$ cat src/rtl/ysyx_22040750_ifu.sv
// ysyx_22040750_ifu -- instruction fetch unit
//
// Keeps one instruction fetch in flight at a time. It issues a doubleword
// read, waits for the response, and picks the 32-bit word selected by pc[2].
// The word is held in the IF/ID register until decode consumes it. The unit
// then waits for the next PC. A redirect (I_flush with I_pc_valid) can arrive
// in any state. Any fetch already started runs to completion, and its data is
// thrown away.
//
// Ports:
//   I_clk, I_rst              clock and synchronous active-high reset
//   I_pc_valid, I_dnpc        next PC offered by the next-PC stage
//   I_flush                   redirect, only meaningful with I_pc_valid
//   O_pc_ready                IFU takes I_dnpc this cycle
//   O_imem_req_*, I_imem_*    request/response handshakes to instruction memory
//   O_IF_ID_*                 IF/ID register contents presented to decode
//   I_ID_ready                decode consumes the IF/ID entry
module ysyx_22040750_ifu #(
  parameter logic [31:0] RESET_PC = 32'h80000000
) (
  input  logic        I_clk,
  input  logic        I_rst,
  input  logic        I_pc_valid,
  input  logic [31:0] I_dnpc,
  input  logic        I_flush,
  output logic        O_pc_ready,
  output logic        O_imem_req_valid,
  output logic [31:0] O_imem_req_addr,
  input  logic        I_imem_req_ready,
  input  logic        I_imem_resp_valid,
  input  logic [63:0] I_imem_resp_data,
  output logic        O_imem_resp_ready,
  output logic        O_IF_ID_valid,
  output logic [31:0] O_IF_ID_pc,
  output logic [31:0] O_IF_ID_snpc,
  output logic [31:0] O_IF_ID_inst,
  output logic        O_IF_ID_misalign,
  input  logic        I_ID_ready
);

  typedef enum logic [1:0] {
    S_REQ  = 2'd0,
    S_RESP = 2'd1,
    S_OUT  = 2'd2,
    S_NPC  = 2'd3
  } state_t;

  state_t      state;
  logic [31:0] pc;
  logic        drop;
  logic [31:0] req_addr_hold;
  logic [31:0] if_id_pc;
  logic [31:0] if_id_snpc;
  logic [31:0] if_id_inst;
  logic        if_id_misalign;

  logic flush_now;
  logic misaligned;
  logic req_pending;
  logic req_fire;
  logic resp_fire;

  // Decode the handshake conditions. drop=1 in S_REQ means a request was
  // already on the bus when a redirect arrived. That request has to finish
  // with its original address, so it is still issued even if the new pc is
  // misaligned.
  always_comb begin
    flush_now   = I_flush & I_pc_valid;
    misaligned  = (pc[1:0] != 2'b00);
    req_pending = (state == S_REQ) && (drop || !misaligned);
    req_fire    = req_pending && I_imem_req_ready;
    resp_fire   = (state == S_RESP) && I_imem_resp_valid;
  end

  // Drive the outputs. The handshake outputs are forced low while reset is
  // held, because state is only cleared at the first reset edge.
  always_comb begin
    O_imem_req_valid  = !I_rst && req_pending;
    O_imem_req_addr   = drop ? req_addr_hold : {pc[31:3], 3'b000};
    O_imem_resp_ready = !I_rst && (state == S_RESP);
    O_IF_ID_valid     = !I_rst && (state == S_OUT);
    O_pc_ready        = !I_rst && ((state == S_NPC) || I_flush);
    O_IF_ID_pc        = if_id_pc;
    O_IF_ID_snpc      = if_id_snpc;
    O_IF_ID_inst      = if_id_inst;
    O_IF_ID_misalign  = if_id_misalign;
  end

  // Fetch FSM. A redirect always updates pc at once. What happens to a fetch
  // in flight depends on how far it has gone: an unaccepted request is
  // completed and marked for dropping, and a response that is still awaited
  // is marked for dropping. A held IF/ID entry is simply abandoned.
  always_ff @(posedge I_clk) begin
    if (I_rst) begin
      state          <= S_REQ;
      pc             <= RESET_PC;
      drop           <= 1'b0;
      req_addr_hold  <= 32'h0;
      if_id_pc       <= 32'h0;
      if_id_snpc     <= 32'h0;
      if_id_inst     <= 32'h0;
      if_id_misalign <= 1'b0;
    end else begin
      if (flush_now) begin
        pc <= I_dnpc;
      end
      case (state)
        S_REQ: begin
          if (req_pending) begin
            if (req_fire) begin
              state <= S_RESP;
              if (flush_now) begin
                drop <= 1'b1;
              end
            end else if (flush_now && !drop) begin
              // Capture the old address so the bus sees no change.
              drop          <= 1'b1;
              req_addr_hold <= {pc[31:3], 3'b000};
            end
          end else if (!flush_now) begin
            // Misaligned pc: report it to decode without touching memory.
            state          <= S_OUT;
            if_id_pc       <= pc;
            if_id_snpc     <= pc + 32'd4;
            if_id_inst     <= 32'h0;
            if_id_misalign <= 1'b1;
          end
        end
        S_RESP: begin
          if (resp_fire) begin
            if (drop || flush_now) begin
              drop  <= 1'b0;
              state <= S_REQ;
            end else begin
              state          <= S_OUT;
              if_id_pc       <= pc;
              if_id_snpc     <= pc + 32'd4;
              if_id_inst     <= pc[2] ? I_imem_resp_data[63:32] : I_imem_resp_data[31:0];
              if_id_misalign <= 1'b0;
            end
          end else if (flush_now) begin
            drop <= 1'b1;
          end
        end
        S_OUT: begin
          if (flush_now) begin
            state <= S_REQ;
          end else if (I_ID_ready) begin
            state <= S_NPC;
          end
        end
        S_NPC: begin
          if (I_pc_valid) begin
            pc    <= I_dnpc;
            state <= S_REQ;
          end
        end
        default: begin
          state <= S_REQ;
        end
      endcase
    end
  end

endmodule

$ cat config.mk
export PLATFORM = sky130hd
export DESIGN_NAME = ysyx_22040750_ifu
export DESIGN_NICKNAME = d
export VERILOG_FILES = /design/src/rtl/ysyx_22040750_ifu.sv
export SDC_FILE = /design/constraint.sdc
export NUM_CORES = 1
export LEC_CHECK = 0
export BUFFER_PORTS_ARGS = -buffer_cell sky130_fd_sc_hd__buf_2
export CORE_MARGIN = 5
export CORE_UTILIZATION = 40
export CTS_CLUSTER_SIZE = 12
export DETAILED_ROUTE_END_ITERATION = 16
export PLACE_DENSITY = 0.73
export SETUP_SLACK_MARGIN = 0.4
export SLEW_MARGIN = 0
export SYNTH_ARGS = -nofsm -noshare
export SYNTH_HDL_FRONTEND = slang
export SYNTH_SLANG_ARGS = --single-unit
$ cat constraint.sdc
create_clock -name I_clk -period 2.4 [get_ports I_clk]
set_input_delay 0.48 -clock I_clk [delete_from_list [all_inputs] [get_ports I_clk]]
set_output_delay 0.48 -clock I_clk [all_outputs]
set_load 0.01 [all_outputs]
==> flow_summary.toml, run 1 <==
[power]
p_sw_mw = 1.93
p_int_mw = 4.66
p_clk_share_pct = 40.5
powerDensity_nw_per_um2 = 719
power_switching_share_pct = 29.3
leakage_nw = 3.95
power.share.sequential_pct = 43.6
irDropWorstVdd_uv = 486
power_frac_comb_pct = 16.0

[synthesis]
ys_seq_area_share_pct = 44.8
synth_seq_cells = 159
ys_warn_count = 0
synth_edf_count = 0
postSynthCellCount = 851
syn_area_um2 = 7110
synthFlopType = "dfxtp_1"
post_synth_num_cell_types = 46
avgSynthCellArea_um2 = 8.36
synth_async_sr_flop_share_pct = 0

[setup_path]
critical_path.startpoint_type = "register"
required_ns = 1.92
cp.arrival_ns = 1.48
setup.worst_path.class = "reg -> out"
cp-end-kind = "output port"
path_max_fanout = 10

[timing]
tightest_slew_ns = 1.04
slew_violations = 0
grt_setup_unrepaired = "true"
relSlewSlack_pct = 30.7
final_hold_viol_count = 0
fmax_mhz = 511
fin_crit_sh_pct = 81.6
period_needed_ns = 1.96
tns_ns = 0
setup_viol = 0
skew_ns = 0.0109
holdWs_ns = 0.281

[route]
drt_iter0_drc = 427
drc_errors = 0
postRouteAntennaNets = 0
routed_via_density = 5.20
drt_first_pass_iters = 4
routedWlPerCell_um = 16.8
wirelength_um = 21700
vias = 6711

[floorplanning]
fp.dieH_um = 143
core-area_um2 = 17400
die_area_um2 = 20500
num_rows = 48
start_util_pct = 41.0
top_level_ports = 236
die_x_um = 143

[global_route]
grtUsageTotal_pct = 20.9
antenna_found_initial = 0
grt_pass1_wl_um = 34200
grt_max_degree = 69
grt_pass1_vias = 6549
grt-ovfl-total = 0

[run_status]
status = "complete, no violations"

[finish]
layout_common_cells = "231 x buf_2, 180 x nand2_1, 147 x dfxtp_1"
fillers = 1623
post-route-util_pct = 52.8
final_cells = 1291
nets = 1156
areaGrowthSynthToFinish_pct = 28.8
drive_gt1_share_pct = 35.2
final_common_cell = "buf_2"

[cts]
htreeDepth = 4
numCtsBuffers = 17
clk_latency_ns = 0.43
clk_pin_slew_ns = 0.07
cts_tree = "done"
clock-root-buffer = "clkbuf_16"
clockBufferDepth = 2
clkSinkCount = 159

[placement]
port_buffers = 232
gp_congestion = 0.855
hpwlAfterDp_um = 14500
dpl.cell_count = 1254

[hold_path]
hold_class = "in -> reg"

[run]
max-cap-violations = 0
-- synth_stat cells, types with 3 or more instances --
master	instances	area share (%)
or4_1	10	1.1
xnor2_1	7	0.86
buf_1	5	0.26
a211oi_1	11	1.2
buf_6	5	0.79
nand3_1	42	3.0
buf_2	4	0.28
xor2_1	4	0.49
a311oi_1	15	1.8
and2_1	3	0.26
o21ai_0	14	0.99
o211ai_1	3	0.32
buf_4	8	0.84
nand4_1	9	0.79
mux2_2	56	8.9
inv_1	7	0.37
nand2b_1	5	0.44
o31ai_1	9	0.95
and4_1	3	0.37
nand2_1	180	9.5
or3_1	6	0.53
nor2_1	66	3.5
clkbuf_1	59	3.1
a21oi_1	102	7.2
nand3b_1	3	0.32
dfxtp_1	159	45
mux2i_1	29	4.1
-- worst max-delay path, cell delays in order, from the launching register on --
cell and delay, ns:
dfxtp_4 0.39, buf_12 0.16, mux2_2 0.36, buf_2 0.14
-- path summary, 6_finish.rpt --
| kind | slack [ns] | startpoint | cells past startpoint | endpoint |
|---|---|---|---|---|
| worst max-delay path | 0.44 | drop$_SDFFE_PP0P_ | 3 | O_imem_req_addr[31] |
| worst min-delay path | 0.28 | I_dnpc[3] | 3 | register |
| worst max register to register | 0.49 | register | 4 | O_IF_ID_snpc[29]$_SDFFE_PP0P_ |
| worst min register to register | 0.45 | O_IF_ID_inst[26]$_SDFFE_PP0P_ | 2 | O_IF_ID_inst[26]$_SDFFE_PP0P_ |
-- power groups by stage --
stage / logic [mW] / clock network, mW / registers [mW]
floorplan: 0.596 / 0 / 2.93
global placement: 0.947 / 0 / 2.96
detailed placement: 0.952 / 0 / 2.96
CTS: 1.05 / 2.70 / 2.87
global route: 1.15 / 2.82 / 2.89
finish: 1.05 / 2.67 / 2.87
-- final cells by class --
| class | count | area (um^2) | share of cell area, % |
|---|---|---|---|
| Multi-Input combinational cell | 606 | 3580 | 39.1 |
| Sequential cell | 159 | 3210 | 35.0 |
| Timing Repair Buffer | 261 | 1490 | 16.2 |
| Clock buffer | 17 | 425 | 4.64 |
| Tap cell | 225 | 282 | 3.07 |
| Clock inverter | 15 | 154 | 1.68 |
| Inverter | 7 | 26.3 | 0.287 |
| Antenna cell | 1 | 2.50 | 0.0273 |
-- logic make-up after synthesis --
kind of cell | count (synthesis) | share of synthesized area (%)
AOI/OAI and AO/OA | 167 | 14.0
other | 1 | 0.0527
adders and majority gates | 1 | 0.176
muxes | 85 | 13.0
and+or+nand+nor | 338 | 20.9
DFF | 159 | 44.8
xor gates and xnor gates | 11 | 1.35
buffers and inverters | 89 | 5.81
-- layer usage --
metal	GRT usage [%]	part of all wire, %	vias to the layer above
met4	8.08	2.6	0
met5	0	0	-
li1	-	-	3339
met2	34.4	48	236
met3	6.62	8.2	27
met1	25.6	41	3109
-- stage by stage --
step / total power, mW / instance area, um^2 / setup slack (ns)
floorplan: 3.52 / 7120 / 0.471
global placement: 3.91 / 8460 / 0.293
detailed placement: 3.92 / 8460 / 0.190
CTS: 6.61 / 9110 / 0.412
global route: 6.86 / 9160 / 0.387
finish: 6.59 / 9160 / 0.442
-- timing repair --
action                     CTS  global route
resized for setup           11            11
setup endpoints to repair  139            12
cloned                       0             1
hold buffers                 0             0
setup buffers                3             0
pin swaps                    0             1
No activity file was read; power rests on OpenSTA's default activity.
==> run 2: changes to the inputs <==
Settings changed: PLACE_DENSITY 0.73 to 0.75.
Clock period 2.4 ns to 1.8 ns, I/O delays scaled along.
==> run 2 against run 1 <==
Net effect: die area is the same; sequential share of layout area is 8.5 points lower; critical path type is now reg -> reg; clock power rose by 33%; power increased by 55%; flip-flop and latch count stayed put; first-iteration DRC count is 35% higher; critical path depth rose by 1; the flow now finishes with violations (negative setup slack); via count increased by 15%; critical endpoint is now O_IF_ID_snpc[31]$_SDFFE_PP0P_; non-clock buffer count is 95 higher; largest power group unchanged.
==> flow_summary.toml, run 2 (same netlist as run 1, synthesis figures left out) <==
[route]
drt_iter0_drc = 578
routed_via_density = 5.59
postRouteAntennaNets = 0
routedWlPerCell_um = 20.6
met3_length_um = 2440
wl_met2_um = 14300
top_layer = "met4"
drc_errors = 0
drt_first_pass_iters = 5
met1_length_um = 11000
vias = 7747
wirelength_um = 28500

[timing]
period_needed_ns = 1.91
tns_ns = -2.53
skew_ns = 0.0122
slew_violations = 0
grt_setup_unrepaired = "true"
relSlewSlack_pct = 51.6
worst_slack_ns = -0.108
setup_viol = 64
tightest_slew_ns = 0.726
fmax_mhz = 524
fin_crit_sh_pct = 106
final_hold_viol_count = 0

[setup_path]
critical_path.startpoint_type = "register"
cp-end-kind = "register"
ff2ff_setup_slack_ns = -0.11
cp_cell_sequence = "nand4_4, or4_4, or4_1, a311oi_1"
cp.arrival_ns = 2.21
cp_num_buf_inv = 0
required_ns = 2.10
path_max_fanout = 5
critPathTopFamily = "simple AND/OR/NAND/NOR gates"
cpPeakStageDelay_ns = 0.54
setup.worst_path.class = "reg -> reg"
slowest_stage = "or4_4"

[cts]
clock-root-buffer = "clkbuf_16"
clk_latency_ns = 0.43
htreeDepth = 4
cts_tree = "done"
holdBufCountCts = 0
numCtsBuffers = 17
clkSinkCount = 159
clockBufferDepth = 2
clk_pin_slew_ns = 0.07

[finish]
layout_common_cells = "213 x buf_2, 138 x dfxtp_1, 110 x nand2_1"
nets = 1252
antenna_cells = 0
final_common_cell = "buf_2"
final_cells = 1385
drive_gt1_share_pct = 60.4
areaGrowthSynthToFinish_pct = 70.5
stdcell_area_um2 = 12100

[placement]
dpl.cell_count = 1282
dpl_cell_area_um2 = 9000
port_buffers = 232
hpwlAfterDp_um = 15000
gp_congestion = 0.831

[hold_path]
hold_class = "in -> reg"

[power]
fin_total_pwr_mw = 10.2
irDropWorstVdd_uv = 647
powerDensity_nw_per_um2 = 842
leakage_nw = 5.36

[floorplanning]
fp.dieH_um = 143
start_util_pct = 41.0
core-area_um2 = 17400
die_area_um2 = 20500
top_level_ports = 236
die_x_um = 143
num_rows = 48

[run_status]
violations = "negative setup slack"
status = "finished, violations left"

[global_route]
antenna_found_initial = 0
grt_pass1_wl_um = 38400
grt_pass1_vias = 7152
grt-ovfl-total = 0
grtUsageTotal_pct = 23.8
grt_max_degree = 108

[run]
max-cap-violations = 0
==> run 2: cell types whose count changed in the layout (fill, tap and decap cells not counted), sizes merged <==
| cell | change |
|---|---|
| clkbuf | +13 |
| diode | -1 |
| inv | -4 |
| buf | +88 |
| a21o | +1 |
| bufinv | +1 |
| clkinvlp | -2 |
| clkinv | -2 |
| nor2b | -1 |
| or4 | +1 |
==> run 2: repair_timing <==
item / CTS / global route
cloned: 19 / 8
resized for setup: 80 / 304
setup endpoints to repair: 189 / 189
pin swaps: 6 / 155
setup buffers: 20 / 25
==> run 2: final timing paths <==
| path | from | depth (start not counted) | to |
|---|---|---|---|
| worst max-delay path | register | 4 | O_IF_ID_snpc[31]$_SDFFE_PP0P_ |
| worst min-delay path | I_dnpc[3] | 3 | register |
| worst max register to register | register | 4 | O_IF_ID_snpc[31]$_SDFFE_PP0P_ |
| worst min register to register | O_IF_ID_inst[0]$_SDFFE_PP0P_ | 2 | O_IF_ID_inst[0]$_SDFFE_PP0P_ |
==> run 2: per-layer routing <==
layer	GRT usage, %	up-vias
li1	-	3538
met1	28.3	3762
met2	42.2	386
met3	7.22	61
met4	5.75	0
met5	0	-
==> run 2: layout make-up <==
cell class	instances	area (um^2)
clock buffers	23	458
clock inverters	8	109
fillers	1182	5240
inverters	7	26.3
multi-input cells	607	4940
flip-flops and latches	159	3210
well taps	225	282
repair buffers	356	3090
==> run 2: worst register-to-register path: stages, from the launching register on <==
cell,delay [ns]
dfxtp_2,0.36
nand4_4,0.13
or4_4,0.54
or4_1,0.43
a311oi_1,0.32
==> run 2: power breakdown <==
part / leakage, nW / internal [mW] / switching [mW] / total (mW)
logic: 3.79 / 1.40 / 1.42 / 2.82
registers: 1.30 / 3.69 / 0.144 / 3.83
clock network: 0.264 / 2.08 / 1.47 / 3.55
total: 5.36 / 7.18 / 3.03 / 10.2
==> run 2: per-stage QoR <==
stage / setup slack, ns / util (%) / hold slack, ns
after floorplan: 0.0212 / - / 0.458
after global placement: 0.0171 / 51.9 / 0.437
after detailed placement: -0.0136 / 51.9 / 0.443
after CTS: -0.113 / 60.9 / 0.149
after global routing: -0.129 / 69.8 / 0.169
final: -0.108 / 69.8 / 0.172
==> run 3: changes to the inputs <==
Settings changed: ABC_AREA from default to 1.
==> run 3 against run 2 <==
Net effect: the run now ends clean; routed wire length up 18%; die area increased by 1.3%; critical path depth unchanged; clock power grew 2%; synthesized cell count is 22% higher; area after synthesis up 1.4%; via count up 15%; hold slack got worse by 0.023 ns; critical endpoint is now O_imem_req_addr[15].
==> flow_summary.toml, run 3 <==
[floorplanning]
die_x_um = 144
die_area_um2 = 20800
top_level_ports = 236
num_rows = 49
start_util_pct = 40.4
core-area_um2 = 17800
fp.dieH_um = 144

[run]
max-cap-violations = 0

[timing]
setup_viol = 0
tns_ns = 0
fmax_mhz = 559
fin_crit_sh_pct = 99.4
grt_setup_unrepaired = "true"
holdWs_ns = 0.149
skew_ns = 0.00940
worst_slack_ns = 0.0104
final_hold_viol_count = 0
slew_violations = 0
period_needed_ns = 1.79

[synthesis]
ys_seq_area_share_pct = 44.1
ys_warn_count = 0
yosysMostFrequentCell = "nand2_1"
post_synth_num_cell_types = 33
postSynthCellCount = 1038
synth_seq_cells = 159
synth_top_cells_by_area = "dfxtp_1 44%, nand2_1 10%, a21oi_1 8.9%"
synth_top_area_share_pct = 44.1
synth_edf_count = 0
yosysTopAreaCell = "dfxtp_1"
avgSynthCellArea_um2 = 6.95
synth_async_sr_flop_share_pct = 0
synthTopCellsByCount = "201 x nand2_1, 159 x dfxtp_1, 155 x nor2_1"
syn_area_um2 = 7210
synthFlopType = "dfxtp_1"

[finish]
drive_gt1_share_pct = 51.3
stdcell_area_um2 = 12500
layout_common_cells = "227 x buf_2, 141 x dfxtp_1, 130 x nor2_1"
nets = 1441
areaGrowthSynthToFinish_pct = 73.3
final_common_cell = "buf_2"

[placement]
gp_congestion = 0.890
port_buffers = 232
dpl_cell_area_um2 = 8700
dp_slack_ns = 0.0944
hpwlAfterDp_um = 16800

[route]
drt_iter0_drc = 860
routed_via_density = 5.64
drt_first_pass_iters = 6
drc_errors = 0
vias = 8906
postRouteAntennaNets = 0
routedWlPerCell_um = 21.3
wirelength_um = 33600

[cts]
numCtsBuffers = 17
htreeDepth = 4
cts_tree = "done"
clockBufferDepth = 2
clock-root-buffer = "clkbuf_16"
holdBufCountCts = 0
clkSinkCount = 159
clk_pin_slew_ns = 0.07
clk_latency_ns = 0.43

[run_status]
status = "complete, no violations"

[power]
p_clk_share_pct = 17.4
powerDensity_nw_per_um2 = 1650
leakage_nw = 5.52
p_int_mw = 12.4
power_switching_share_pct = 40.2
p_sw_mw = 8.30
power_frac_comb_pct = 58.2
power.share.sequential_pct = 24.3
irDropWorstVdd_uv = 1120

[setup_path]
required_ns = 1.44
cp-end-kind = "output port"
setup.worst_path.class = "reg -> out"
path_max_fanout = 23
critical_path.startpoint_type = "register"
cp.arrival_ns = 1.43

[global_route]
grt-ovfl-total = 0
grt_pass1_wl_um = 45600
grtUsageTotal_pct = 28.4
grt_pass1_vias = 8211
grt_max_degree = 40
antenna_found_initial = 1

[hold_path]
hold_class = "in -> reg"
## run 3: logic make-up (layout without fill, tap and decap cells)
kind of cell | count (synthesis) | after routing | share of synthesized area (%)
AND/OR/NAND/NOR | 406 | 406 | 22.4
flip-flops | 159 | 159 | 44.1
buffers and inverters | 166 | 475 | 9.78
other | 1 | 4 | 0.0520
adder cells (fa/ha/maj) | 1 | 1 | 0.173
XOR/XNOR | 11 | 11 | 1.34
AO/OA/AOI/OAI | 294 | 294 | 22.1
## run 3: path summary, 6_finish.rpt
kind	startpoint	to	slack, ns	cells after the start
worst min-delay path	I_dnpc[1]	register	0.15	3
worst max-delay path	drop$_SDFFE_PP0P_	O_imem_req_addr[15]	0.01	4
worst min register to register	req_addr_hold[12]$_SDFFE_PP0P_	req_addr_hold[12]$_SDFFE_PP0P_	0.46	2
worst max register to register	register	O_IF_ID_snpc[31]$_SDFFE_PP0P_	0.02	10
## run 3: cell type report
type                            instances  area, um^2
Sequential cell                       159        3210
Antenna cell                            1        2.50
Clock inverter                         12         119
Clock buffer                           19         453
Tap cell                              229         287
Timing Repair Buffer                  351        3200
Inverter                               93         377
Fill cell                            1234        5350
Multi-Input combinational cell        715        4850
## run 3: power by group through the flow
| stage | Clock, mW | Sequential [mW] | Combinational, mW |
|---|---|---|---|
| 6_report | 3.61 | 5.03 | 12.0 |
| 5_1_grt | 3.75 | 5.08 | 12.5 |
| 4_1_cts | 3.59 | 4.89 | 9.89 |
| 3_5_place_dp | 0 | 4.84 | 4.74 |
| 3_3_place_gp | 0 | 4.83 | 4.68 |
| 2_1_floorplan | 0 | 5.00 | 2.84 |
## run 3: stage by stage
step,utilization (%),power [mW],cells
final,70.0,20.7,1579
after global routing,70.0,21.3,1579
after CTS,62.7,18.4,1555
after detailed placement,48.8,9.58,1461
after global placement,48.8,9.51,1461
after floorplan,-,7.84,1040
## run 3: timing repair
item | CTS | global route
gates resized for setup | 295 | 266
setup buffers | 33 | 16
cloned | 30 | 7
endpoints found under the setup margin | 185 | 173
pin swaps | 77 | 74
## run 3: layer usage
| layer | routed length (um) | track usage (%) | part of all wire [%] | vias up |
|---|---|---|---|---|
| met2 | 15900 | 46.5 | 48 | 604 |
| li1 | - | - | - | 4003 |
| met4 | 1780 | 13.2 | 5.3 | 0 |
| met3 | 3310 | 6.51 | 9.9 | 153 |
| met1 | 12500 | 35.5 | 37 | 4146 |
| met5 | 0 | 0 | 0 | - |
## run 3: worst max-delay path, stage by stage, from the launching register on
cell	delay (ns)
dfxtp_4	0.41
buf_12	0.19
nand2_1	0.10
o21ai_1	0.11
buf_2	0.15
